**src/rtl/pe_sched_pkg.sv**
```systemverilog
// Shared encodings for the PE job scheduler: FSM states, PE mode codes and
// the row tags carried in the two MSBs of each IFMap word.
package pe_sched_pkg;

  typedef enum logic [2:0] {
    StIdle       = 3'd0,
    StLoadFilter = 3'd1,
    StLoadIfmap  = 3'd2,
    StStart      = 3'd3,
    StRun        = 3'd4
  } sched_state_e;

  localparam logic [1:0] ModeConv      = 2'd0;
  localparam logic [1:0] ModeDepthwise = 2'd1;
  localparam logic [1:0] ModePointwise = 2'd2;
  localparam logic [1:0] ModeFc        = 2'd3;

  localparam logic [1:0] TagNone     = 2'b00;
  localparam logic [1:0] TagRowStart = 2'b10;
  localparam logic [1:0] TagRowEnd   = 2'b01;

endpackage

```
**src/rtl/pe_job_scheduler_if.sv**
```systemverilog
// Job descriptor, source-memory, FIFO and PE control signals of the scheduler.
// slave is the scheduler's view; master is the surrounding system's view.
interface pe_job_scheduler_if #(
  parameter int unsigned DATA_WIDTH        = 20,
  parameter int unsigned STRIDE_WIDTH      = 2,
  parameter int unsigned FILTER_SIZE_WIDTH = 4,
  parameter int unsigned IFMAP_MEM_AW      = 6,
  parameter int unsigned FILTER_MEM_AW     = 5
);
  logic                         job_valid;
  logic                         job_ready;
  logic [IFMAP_MEM_AW-1:0]      job_ifmap_base;
  logic [IFMAP_MEM_AW-1:0]      job_ifmap_len;
  logic [FILTER_MEM_AW-1:0]     job_filter_base;
  logic [FILTER_MEM_AW-1:0]     job_filter_len;
  logic [STRIDE_WIDTH-1:0]      job_stride;
  logic [FILTER_SIZE_WIDTH-1:0] job_filter_size;
  logic [1:0]                   job_mode;
  logic                         job_wr_psum;

  logic                         ifmap_ren;
  logic [IFMAP_MEM_AW-1:0]      ifmap_raddr;
  logic [DATA_WIDTH+1:0]        ifmap_rdata;
  logic                         filter_ren;
  logic [FILTER_MEM_AW-1:0]     filter_raddr;
  logic [DATA_WIDTH-1:0]        filter_rdata;

  logic                         wen_IFMap;
  logic [DATA_WIDTH+1:0]        IFMap_din;
  logic                         ready_IFMap;
  logic                         wen_Filter;
  logic [DATA_WIDTH-1:0]        Filter_din;
  logic                         ready_Filter;

  logic                         Start;
  logic [STRIDE_WIDTH-1:0]      stride;
  logic [FILTER_SIZE_WIDTH-1:0] filter_size;
  logic [1:0]                   mode;
  logic                         wr_psum;
  logic                         pe_ready;
  logic                         pe_done;
  logic                         busy;
  logic                         job_done;

  modport slave (
    input  job_valid, job_ifmap_base, job_ifmap_len, job_filter_base, job_filter_len,
    input  job_stride, job_filter_size, job_mode, job_wr_psum,
    input  ifmap_rdata, filter_rdata, ready_IFMap, ready_Filter, pe_ready, pe_done,
    output job_ready, ifmap_ren, ifmap_raddr, filter_ren, filter_raddr,
    output wen_IFMap, IFMap_din, wen_Filter, Filter_din,
    output Start, stride, filter_size, mode, wr_psum, busy, job_done
  );

  modport master (
    output job_valid, job_ifmap_base, job_ifmap_len, job_filter_base, job_filter_len,
    output job_stride, job_filter_size, job_mode, job_wr_psum,
    output ifmap_rdata, filter_rdata, ready_IFMap, ready_Filter, pe_ready, pe_done,
    input  job_ready, ifmap_ren, ifmap_raddr, filter_ren, filter_raddr,
    input  wen_IFMap, IFMap_din, wen_Filter, Filter_din,
    input  Start, stride, filter_size, mode, wr_psum, busy, job_done
  );
endinterface

```
**src/rtl/pe_stream_loader.sv**
```systemverilog
// Copies len words from a 1-cycle-latency source memory into a FIFO, one
// word per read/write sub-cycle pair, with at most one read outstanding.
module pe_stream_loader #(
  parameter int unsigned DATA_WIDTH = 20,
  parameter int unsigned ADDR_WIDTH = 5
) (
  input  logic                  clk,
  input  logic                  rst,
  input  logic                  en,
  input  logic [ADDR_WIDTH-1:0] base,
  input  logic [ADDR_WIDTH-1:0] len,
  input  logic                  fifo_ready,
  input  logic [DATA_WIDTH-1:0] rdata,
  output logic                  ren,
  output logic [ADDR_WIDTH-1:0] raddr,
  output logic                  wen,
  output logic [DATA_WIDTH-1:0] din,
  output logic                  last
);
  logic [ADDR_WIDTH-1:0] idx_q, idx_d;
  logic                  pend_q, pend_d;

  always_comb begin
    idx_d  = idx_q;
    pend_d = pend_q;
    ren    = 1'b0;
    raddr  = '0;
    wen    = 1'b0;
    din    = '0;
    last   = 1'b0;
    if (!en) begin
      idx_d  = '0;
      pend_d = 1'b0;
    end else if (pend_q) begin
      wen    = 1'b1;
      din    = rdata;
      pend_d = 1'b0;
      if (idx_q == len - ADDR_WIDTH'(1)) begin
        last  = 1'b1;
        idx_d = '0;
      end else begin
        idx_d = idx_q + ADDR_WIDTH'(1);
      end
    end else if (fifo_ready) begin
      ren    = 1'b1;
      // Address arithmetic wraps naturally at 2^ADDR_WIDTH.
      raddr  = base + idx_q;
      pend_d = 1'b1;
    end
  end

  always_ff @(posedge clk or negedge rst) begin
    if (!rst) begin
      idx_q  <= '0;
      pend_q <= 1'b0;
    end else begin
      idx_q  <= idx_d;
      pend_q <= pend_d;
    end
  end

endmodule

```
**src/rtl/pe_job_scheduler.sv**
```systemverilog
// Accepts a job descriptor, streams filter then IFMap words into the PE FIFOs,
// pulses Start once the PE is ready and reports completion on pe_done.
module pe_job_scheduler
  import pe_sched_pkg::*;
#(
  parameter int unsigned DATA_WIDTH        = 20,
  parameter int unsigned STRIDE_WIDTH      = 2,
  parameter int unsigned FILTER_SIZE_WIDTH = 4,
  parameter int unsigned IFMAP_MEM_AW      = 6,
  parameter int unsigned FILTER_MEM_AW     = 5
) (
  input logic               clk,
  input logic               rst,
  pe_job_scheduler_if.slave bus
);
  sched_state_e state_q, state_d;

  logic [IFMAP_MEM_AW-1:0]      ifmap_base_q, ifmap_len_q;
  logic [FILTER_MEM_AW-1:0]     filter_base_q, filter_len_q;
  logic [STRIDE_WIDTH-1:0]      stride_q;
  logic [FILTER_SIZE_WIDTH-1:0] filter_size_q;
  logic [1:0]                   mode_q;
  logic                         wr_psum_q;
  logic                         accept, filter_last, ifmap_last;

  assign accept = bus.job_valid && (state_q == StIdle);

  always_comb begin
    state_d       = state_q;
    bus.job_ready = 1'b0;
    bus.Start     = 1'b0;
    bus.job_done  = 1'b0;
    bus.busy      = (state_q != StIdle);
    unique case (state_q)
      StIdle: begin
        bus.job_ready = 1'b1;
        // Zero-length phases are skipped directly from the accept cycle.
        if (accept) begin
          if (bus.job_filter_len != '0)     state_d = StLoadFilter;
          else if (bus.job_ifmap_len != '0) state_d = StLoadIfmap;
          else                              state_d = StStart;
        end
      end
      StLoadFilter: begin
        if (filter_last) state_d = (ifmap_len_q != '0) ? StLoadIfmap : StStart;
      end
      StLoadIfmap: begin
        if (ifmap_last) state_d = StStart;
      end
      StStart: begin
        if (bus.pe_ready) begin
          bus.Start = 1'b1;
          state_d   = StRun;
        end
      end
      StRun: begin
        if (bus.pe_done) begin
          bus.job_done = 1'b1;
          state_d      = StIdle;
        end
      end
      default: state_d = StIdle;
    endcase
  end

  always_ff @(posedge clk or negedge rst) begin
    if (!rst) begin
      state_q       <= StIdle;
      ifmap_base_q  <= '0;
      ifmap_len_q   <= '0;
      filter_base_q <= '0;
      filter_len_q  <= '0;
      stride_q      <= '0;
      filter_size_q <= '0;
      mode_q        <= '0;
      wr_psum_q     <= 1'b0;
    end else begin
      state_q <= state_d;
      if (accept) begin
        ifmap_base_q  <= bus.job_ifmap_base;
        ifmap_len_q   <= bus.job_ifmap_len;
        filter_base_q <= bus.job_filter_base;
        filter_len_q  <= bus.job_filter_len;
        stride_q      <= bus.job_stride;
        filter_size_q <= bus.job_filter_size;
        mode_q        <= bus.job_mode;
        wr_psum_q     <= bus.job_wr_psum;
      end
    end
  end

  assign bus.stride      = stride_q;
  assign bus.filter_size = filter_size_q;
  assign bus.mode        = mode_q;
  assign bus.wr_psum     = wr_psum_q;

  pe_stream_loader #(
    .DATA_WIDTH(DATA_WIDTH),
    .ADDR_WIDTH(FILTER_MEM_AW)
  ) u_filter_loader (
    .clk       (clk),
    .rst       (rst),
    .en        (state_q == StLoadFilter),
    .base      (filter_base_q),
    .len       (filter_len_q),
    .fifo_ready(bus.ready_Filter),
    .rdata     (bus.filter_rdata),
    .ren       (bus.filter_ren),
    .raddr     (bus.filter_raddr),
    .wen       (bus.wen_Filter),
    .din       (bus.Filter_din),
    .last      (filter_last)
  );

  pe_stream_loader #(
    .DATA_WIDTH(DATA_WIDTH + 2),
    .ADDR_WIDTH(IFMAP_MEM_AW)
  ) u_ifmap_loader (
    .clk       (clk),
    .rst       (rst),
    .en        (state_q == StLoadIfmap),
    .base      (ifmap_base_q),
    .len       (ifmap_len_q),
    .fifo_ready(bus.ready_IFMap),
    .rdata     (bus.ifmap_rdata),
    .ren       (bus.ifmap_ren),
    .raddr     (bus.ifmap_raddr),
    .wen       (bus.wen_IFMap),
    .din       (bus.IFMap_din),
    .last      (ifmap_last)
  );

endmodule
```
**src/flat_wrapper.sv**
```systemverilog
// flat-port wrapper written by rule: the top's interface ports become plain ports
module pe_job_scheduler_flat import pe_sched_pkg::*;
#(
  parameter int unsigned DATA_WIDTH        = 20,
  parameter int unsigned STRIDE_WIDTH      = 2,
  parameter int unsigned FILTER_SIZE_WIDTH = 4,
  parameter int unsigned IFMAP_MEM_AW      = 6,
  parameter int unsigned FILTER_MEM_AW     = 5
)
  (clk, rst, bus_job_valid, bus_job_ifmap_base, bus_job_ifmap_len, bus_job_filter_base, bus_job_filter_len, bus_job_stride, bus_job_filter_size, bus_job_mode, bus_job_wr_psum, bus_ifmap_rdata, bus_filter_rdata, bus_ready_IFMap, bus_ready_Filter, bus_pe_ready, bus_pe_done, bus_job_ready, bus_ifmap_ren, bus_ifmap_raddr, bus_filter_ren, bus_filter_raddr, bus_wen_IFMap, bus_IFMap_din, bus_wen_Filter, bus_Filter_din, bus_Start, bus_stride, bus_filter_size, bus_mode, bus_wr_psum, bus_busy, bus_job_done);
  pe_job_scheduler_if #(.DATA_WIDTH(DATA_WIDTH), .STRIDE_WIDTH(STRIDE_WIDTH), .FILTER_SIZE_WIDTH(FILTER_SIZE_WIDTH), .IFMAP_MEM_AW(IFMAP_MEM_AW), .FILTER_MEM_AW(FILTER_MEM_AW)) bus_i ();
  input logic clk;
  input logic rst;
  input wire logic [$bits(bus_i.job_valid)-1:0] bus_job_valid;
  input wire logic [$bits(bus_i.job_ifmap_base)-1:0] bus_job_ifmap_base;
  input wire logic [$bits(bus_i.job_ifmap_len)-1:0] bus_job_ifmap_len;
  input wire logic [$bits(bus_i.job_filter_base)-1:0] bus_job_filter_base;
  input wire logic [$bits(bus_i.job_filter_len)-1:0] bus_job_filter_len;
  input wire logic [$bits(bus_i.job_stride)-1:0] bus_job_stride;
  input wire logic [$bits(bus_i.job_filter_size)-1:0] bus_job_filter_size;
  input wire logic [$bits(bus_i.job_mode)-1:0] bus_job_mode;
  input wire logic [$bits(bus_i.job_wr_psum)-1:0] bus_job_wr_psum;
  input wire logic [$bits(bus_i.ifmap_rdata)-1:0] bus_ifmap_rdata;
  input wire logic [$bits(bus_i.filter_rdata)-1:0] bus_filter_rdata;
  input wire logic [$bits(bus_i.ready_IFMap)-1:0] bus_ready_IFMap;
  input wire logic [$bits(bus_i.ready_Filter)-1:0] bus_ready_Filter;
  input wire logic [$bits(bus_i.pe_ready)-1:0] bus_pe_ready;
  input wire logic [$bits(bus_i.pe_done)-1:0] bus_pe_done;
  output wire logic [$bits(bus_i.job_ready)-1:0] bus_job_ready;
  output wire logic [$bits(bus_i.ifmap_ren)-1:0] bus_ifmap_ren;
  output wire logic [$bits(bus_i.ifmap_raddr)-1:0] bus_ifmap_raddr;
  output wire logic [$bits(bus_i.filter_ren)-1:0] bus_filter_ren;
  output wire logic [$bits(bus_i.filter_raddr)-1:0] bus_filter_raddr;
  output wire logic [$bits(bus_i.wen_IFMap)-1:0] bus_wen_IFMap;
  output wire logic [$bits(bus_i.IFMap_din)-1:0] bus_IFMap_din;
  output wire logic [$bits(bus_i.wen_Filter)-1:0] bus_wen_Filter;
  output wire logic [$bits(bus_i.Filter_din)-1:0] bus_Filter_din;
  output wire logic [$bits(bus_i.Start)-1:0] bus_Start;
  output wire logic [$bits(bus_i.stride)-1:0] bus_stride;
  output wire logic [$bits(bus_i.filter_size)-1:0] bus_filter_size;
  output wire logic [$bits(bus_i.mode)-1:0] bus_mode;
  output wire logic [$bits(bus_i.wr_psum)-1:0] bus_wr_psum;
  output wire logic [$bits(bus_i.busy)-1:0] bus_busy;
  output wire logic [$bits(bus_i.job_done)-1:0] bus_job_done;
  assign bus_i.job_valid = bus_job_valid;
  assign bus_i.job_ifmap_base = bus_job_ifmap_base;
  assign bus_i.job_ifmap_len = bus_job_ifmap_len;
  assign bus_i.job_filter_base = bus_job_filter_base;
  assign bus_i.job_filter_len = bus_job_filter_len;
  assign bus_i.job_stride = bus_job_stride;
  assign bus_i.job_filter_size = bus_job_filter_size;
  assign bus_i.job_mode = bus_job_mode;
  assign bus_i.job_wr_psum = bus_job_wr_psum;
  assign bus_i.ifmap_rdata = bus_ifmap_rdata;
  assign bus_i.filter_rdata = bus_filter_rdata;
  assign bus_i.ready_IFMap = bus_ready_IFMap;
  assign bus_i.ready_Filter = bus_ready_Filter;
  assign bus_i.pe_ready = bus_pe_ready;
  assign bus_i.pe_done = bus_pe_done;
  assign bus_job_ready = bus_i.job_ready;
  assign bus_ifmap_ren = bus_i.ifmap_ren;
  assign bus_ifmap_raddr = bus_i.ifmap_raddr;
  assign bus_filter_ren = bus_i.filter_ren;
  assign bus_filter_raddr = bus_i.filter_raddr;
  assign bus_wen_IFMap = bus_i.wen_IFMap;
  assign bus_IFMap_din = bus_i.IFMap_din;
  assign bus_wen_Filter = bus_i.wen_Filter;
  assign bus_Filter_din = bus_i.Filter_din;
  assign bus_Start = bus_i.Start;
  assign bus_stride = bus_i.stride;
  assign bus_filter_size = bus_i.filter_size;
  assign bus_mode = bus_i.mode;
  assign bus_wr_psum = bus_i.wr_psum;
  assign bus_busy = bus_i.busy;
  assign bus_job_done = bus_i.job_done;
  pe_job_scheduler #(.DATA_WIDTH(DATA_WIDTH), .STRIDE_WIDTH(STRIDE_WIDTH), .FILTER_SIZE_WIDTH(FILTER_SIZE_WIDTH), .IFMAP_MEM_AW(IFMAP_MEM_AW), .FILTER_MEM_AW(FILTER_MEM_AW)) u_core (.clk(clk), .rst(rst), .bus(bus_i));
endmodule
```
**config.mk**
```make
export PLATFORM = sky130hd
export DESIGN_NAME = pe_job_scheduler_flat
export DESIGN_NICKNAME = d
export VERILOG_FILES = /design/src/rtl/pe_sched_pkg.sv /design/src/rtl/pe_job_scheduler_if.sv /design/src/rtl/pe_stream_loader.sv /design/src/rtl/pe_job_scheduler.sv /design/src/flat_wrapper.sv
export SDC_FILE = /design/constraint.sdc
export NUM_CORES = 1
export LEC_CHECK = 0
export BUFFER_PORTS_ARGS = -buffer_cell sky130_fd_sc_hd__buf_2
export CAP_MARGIN = 20
export CORE_UTILIZATION = 48
export CTS_BUF_LIST = sky130_fd_sc_hd__clkbuf_4 sky130_fd_sc_hd__clkbuf_8
export DETAILED_ROUTE_END_ITERATION = 12
export PLACE_DENSITY = 0.93
export SLEW_MARGIN = 20
export SYNTH_ARGS = -nofsm -noshare
export SYNTH_HDL_FRONTEND = slang
export SYNTH_SLANG_ARGS = --single-unit
```
**constraint.sdc**
```tcl
create_clock -name clk -period 2.15 [get_ports clk]
set_clock_uncertainty 0.15 [all_clocks]
set_input_delay 0.215 -clock clk [delete_from_list [all_inputs] [get_ports clk]]
set_output_delay 0.215 -clock clk [all_outputs]
set_load 0.005 [all_outputs]
```
==> run summary <==
Max-cap violations: 0
GP Congestion: 0.913
Antenna diodes: 0
P_leak: 0.00253 uW
R2R cell count: 8
Routed WL: 11500 um
RSZ-0062 raised after global routing: yes
Critical path arrival: 2040 ps
Nets: 616
Internal reg-to-reg setup slack: -60 ps
Cell Area, Placed: 3950 um^2
Synthesized area per cell: 9.39 um^2
Achievable Freq: 415 MHz
IO Pins: 150
Max-slew headroom: 0.493
Cells after DPL: 548
Post-synth top area cell: dfrtp_1
Final Hold Viols: 0
Most common cell after layout, fill and taps aside: buf_2
DRT Pass-1 Iters: 5
Worst min-delay path class: in -> reg
Area of the core region: 6060 um^2
Post-synth top flop: dfrtp_1
Vias per cell: 5.90
Hold Worst Slack: 8.64 ps
DPL Wire Length: 6330 um
Status: complete, but fails checks
Fillers: 365
Total track usage: 0.302
Initial DRC Count: 360
H-tree depth: 2
Vias in the first global route: 3157
DR vias: 3520
Global-route wire length before repair: 15200 um
Syn Std Cell Area: 3090 um^2
Die Width: 82.2 um
Minimum clock period: 2410 ps
WP data required: 1780 ps
Syn-to-layout area delta: 47.1%
Synth Instances: 329
Clock Sinks: 47
Final WS setup: -257 ps
Tcrit/Tclk final: 1.12
Setup TNS: -796 ps
Total gr overflow: 0
Synth top area cells: dfrtp_1 (38%), and3_1 (9.7%), mux2_1 (7.7%)
Starting Density: 0.509
Ys async rst share: 1.00
Reg2reg start: u_core.filter_len_q[0]
Post-synthesis sequential area ratio: 0.381
Crit path launch: u_core.u_filter_loader.idx_q[0]
Rows: 28
CTS root buffer: clkbuf_8
Syn nets: 424
Worst-path fanout max: 2
Crit Path Class: reg -> out
Residual DRC: 0
Wire per inst: 19.3 um
Failing checks: negative setup slack
Die ar.: 6760 um^2
IO Port Bufs: 149
Share of layout cells above drive strength 1: 0.450
Library cells used by synthesis: 45
Clock latency on the worst-skew pair: 330 ps
Crit end category: output pin
Worst-case clock buffer depth: 2
Crit path capture: bus_filter_raddr[4]
Maximum vdd drop: 799 uV
PwrDens: 1050 nW/um^2
Ys Warns: 0
Post-synth EDFFs: 0
Non-Filler Instances: 597
Final Max Tran Viols: 0
Cell area after layout: 4540 um^2
Die height: 82.2 um
CTS tree: yes
Most frequent cells in the layout: buf_2 (150), and3_1 (48), dfrtp_1 (41), buf_4 (27), dlygate4sd3_1 (23)
R2R Path End: u_core.u_filter_loader.idx_q[1]
Initial antenna violation count: 0
Synth top area share: 0.381
Largest net degree at the start of global routing: 37
Slew @ Worst Pin: 760 ps
Flops & latches, synth: 47
Clk slew on worst S/H paths: 120 ps
Core Util, Final: 0.749
Final setup vio count: 8
Detail Route Antenna Nets: 0
Type of origin of the critical path: flop
TritonCTS Buffers: 5
==> worst min-delay path by stage <==
stage | start | cells after the start | end | slack [ps]
after detailed placement | rst | 1 | u_core.bus.filter_size[2] | 150
after global placement | rst | 1 | u_core.bus.filter_size[2] | 150
after floorplan | rst | 0 | u_core.bus.filter_size[0] | -230
after CTS | bus_job_filter_len[2] | 2 | u_core.filter_len_q[2] | 0.2
after global routing | bus_job_filter_base[0] | 2 | u_core.filter_base_q[0] | 2
final | bus_job_ifmap_len[4] | 2 | u_core.ifmap_len_q[4] | 9
==> flip-flops by register name, summed over array words and instances (netlist names) <==
signal / count
u_core.ifmap_base_q: 6
u_core.ifmap_len_q: 6
u_core.u_ifmap_loader.idx_q: 6
u_core.filter_base_q: 5
u_core.filter_len_q: 5
u_core.u_filter_loader.idx_q: 5
u_core.bus.filter_size: 4
u_core.state_q: 3
u_core.bus.mode: 2
u_core.bus.stride: 2
u_core.bus.wr_psum: 1
u_core.u_filter_loader.pend_q: 1
u_core.u_ifmap_loader.pend_q: 1
==> through the flow <==
| stage | worst slack (ps) | power [uW] |
|---|---|---|
| 5_1_grt | -308 | 5040 |
| 4_1_cts | -124 | 4210 |
| 3_3_place_gp | 108 | 3380 |
| 6_report | -257 | 4770 |
| 2_1_floorplan | 171 | 2860 |
| 3_5_place_dp | 32.8 | 3520 |
==> synthesized netlist by cell type (2+ instances only) <==
cell type and instances:
clkbuf_1 10, o21ai_1 4, buf_2 5, nand3_1 8, and3_1 48, a21o_1 8
buf_6 2, ha_1 13, xnor2_1 12, a21oi_1 16, dfrtp_1 47, and2_1 4
a31oi_1 5, nand2_2 2, inv_1 16, buf_4 2, mux2_1 21, o21ai_0 10
nor2_1 19, nand2b_1 4, nand2_1 24, nor3b_2 2, o21bai_1 3, mux2i_1 2
nand3b_1 2, mux2_2 6, fa_1 2, xor2_1 10, nor3_1 5, or2_2 2
==> layout make-up <==
type	instances	area, um^2	share of cell area
sequential	47	1180	0.261
multi-input combinational	246	1860	0.409
tap	75	93.8	0.0207
inverter	17	63.8	0.0140
timing repair buffer	204	1250	0.275
clock inverter	3	22.5	0.00496
clock buffer	5	68.8	0.0152
==> repair_timing <==
| action | CTS | global route |
|---|---|---|
| endpoints found under the hold margin | 52 | 1 |
| endpoints found under the setup margin | 34 | 52 |
| hold buffers | 22 | 1 |
| gates resized for setup | 18 | 18 |
| pin swaps | 13 | 19 |
| buffers inserted | 4 | 13 |
| cloned | 0 | 2 |
==> worst max-delay path: stages (launching register included) <==
cell and delay [ps]:
dfrtp_1 420, ha_2 220, fa_2 350, a21o_1 190, a21oi_2 150, xnor2_1 90, nor2_1 140, buf_2 140
==> logic make-up (layout without fill, tap and decap cells) <==
kind of cell,after synthesis,in the layout,share of synthesized area
buffers and inverters,36,229,0.0531
and+or+nand+nor,128,128,0.231
adders and majority gates,15,15,0.0656
xor gates and xnor gates,22,22,0.0624
AOI/OAI and AO/OA,52,52,0.103
muxes,29,29,0.105
DFF,47,47,0.381
==> metal layers <==
layer / wire [um] / global-route usage
met2: 5750 / 0.534
met5: 0 / 0
met3: 1070 / 0.0648
met4: 604 / 0.153
met1: 4100 / 0.341
==> power by group <==
group / switching (uW) / internal (uW) / total, uW
Combinational: 1290 / 1240 / 2530
Clock: 366 / 237 / 603
Sequential: 408 / 1230 / 1640
Total: 2070 / 2700 / 4770
Power figures use the tool's default switching activity.
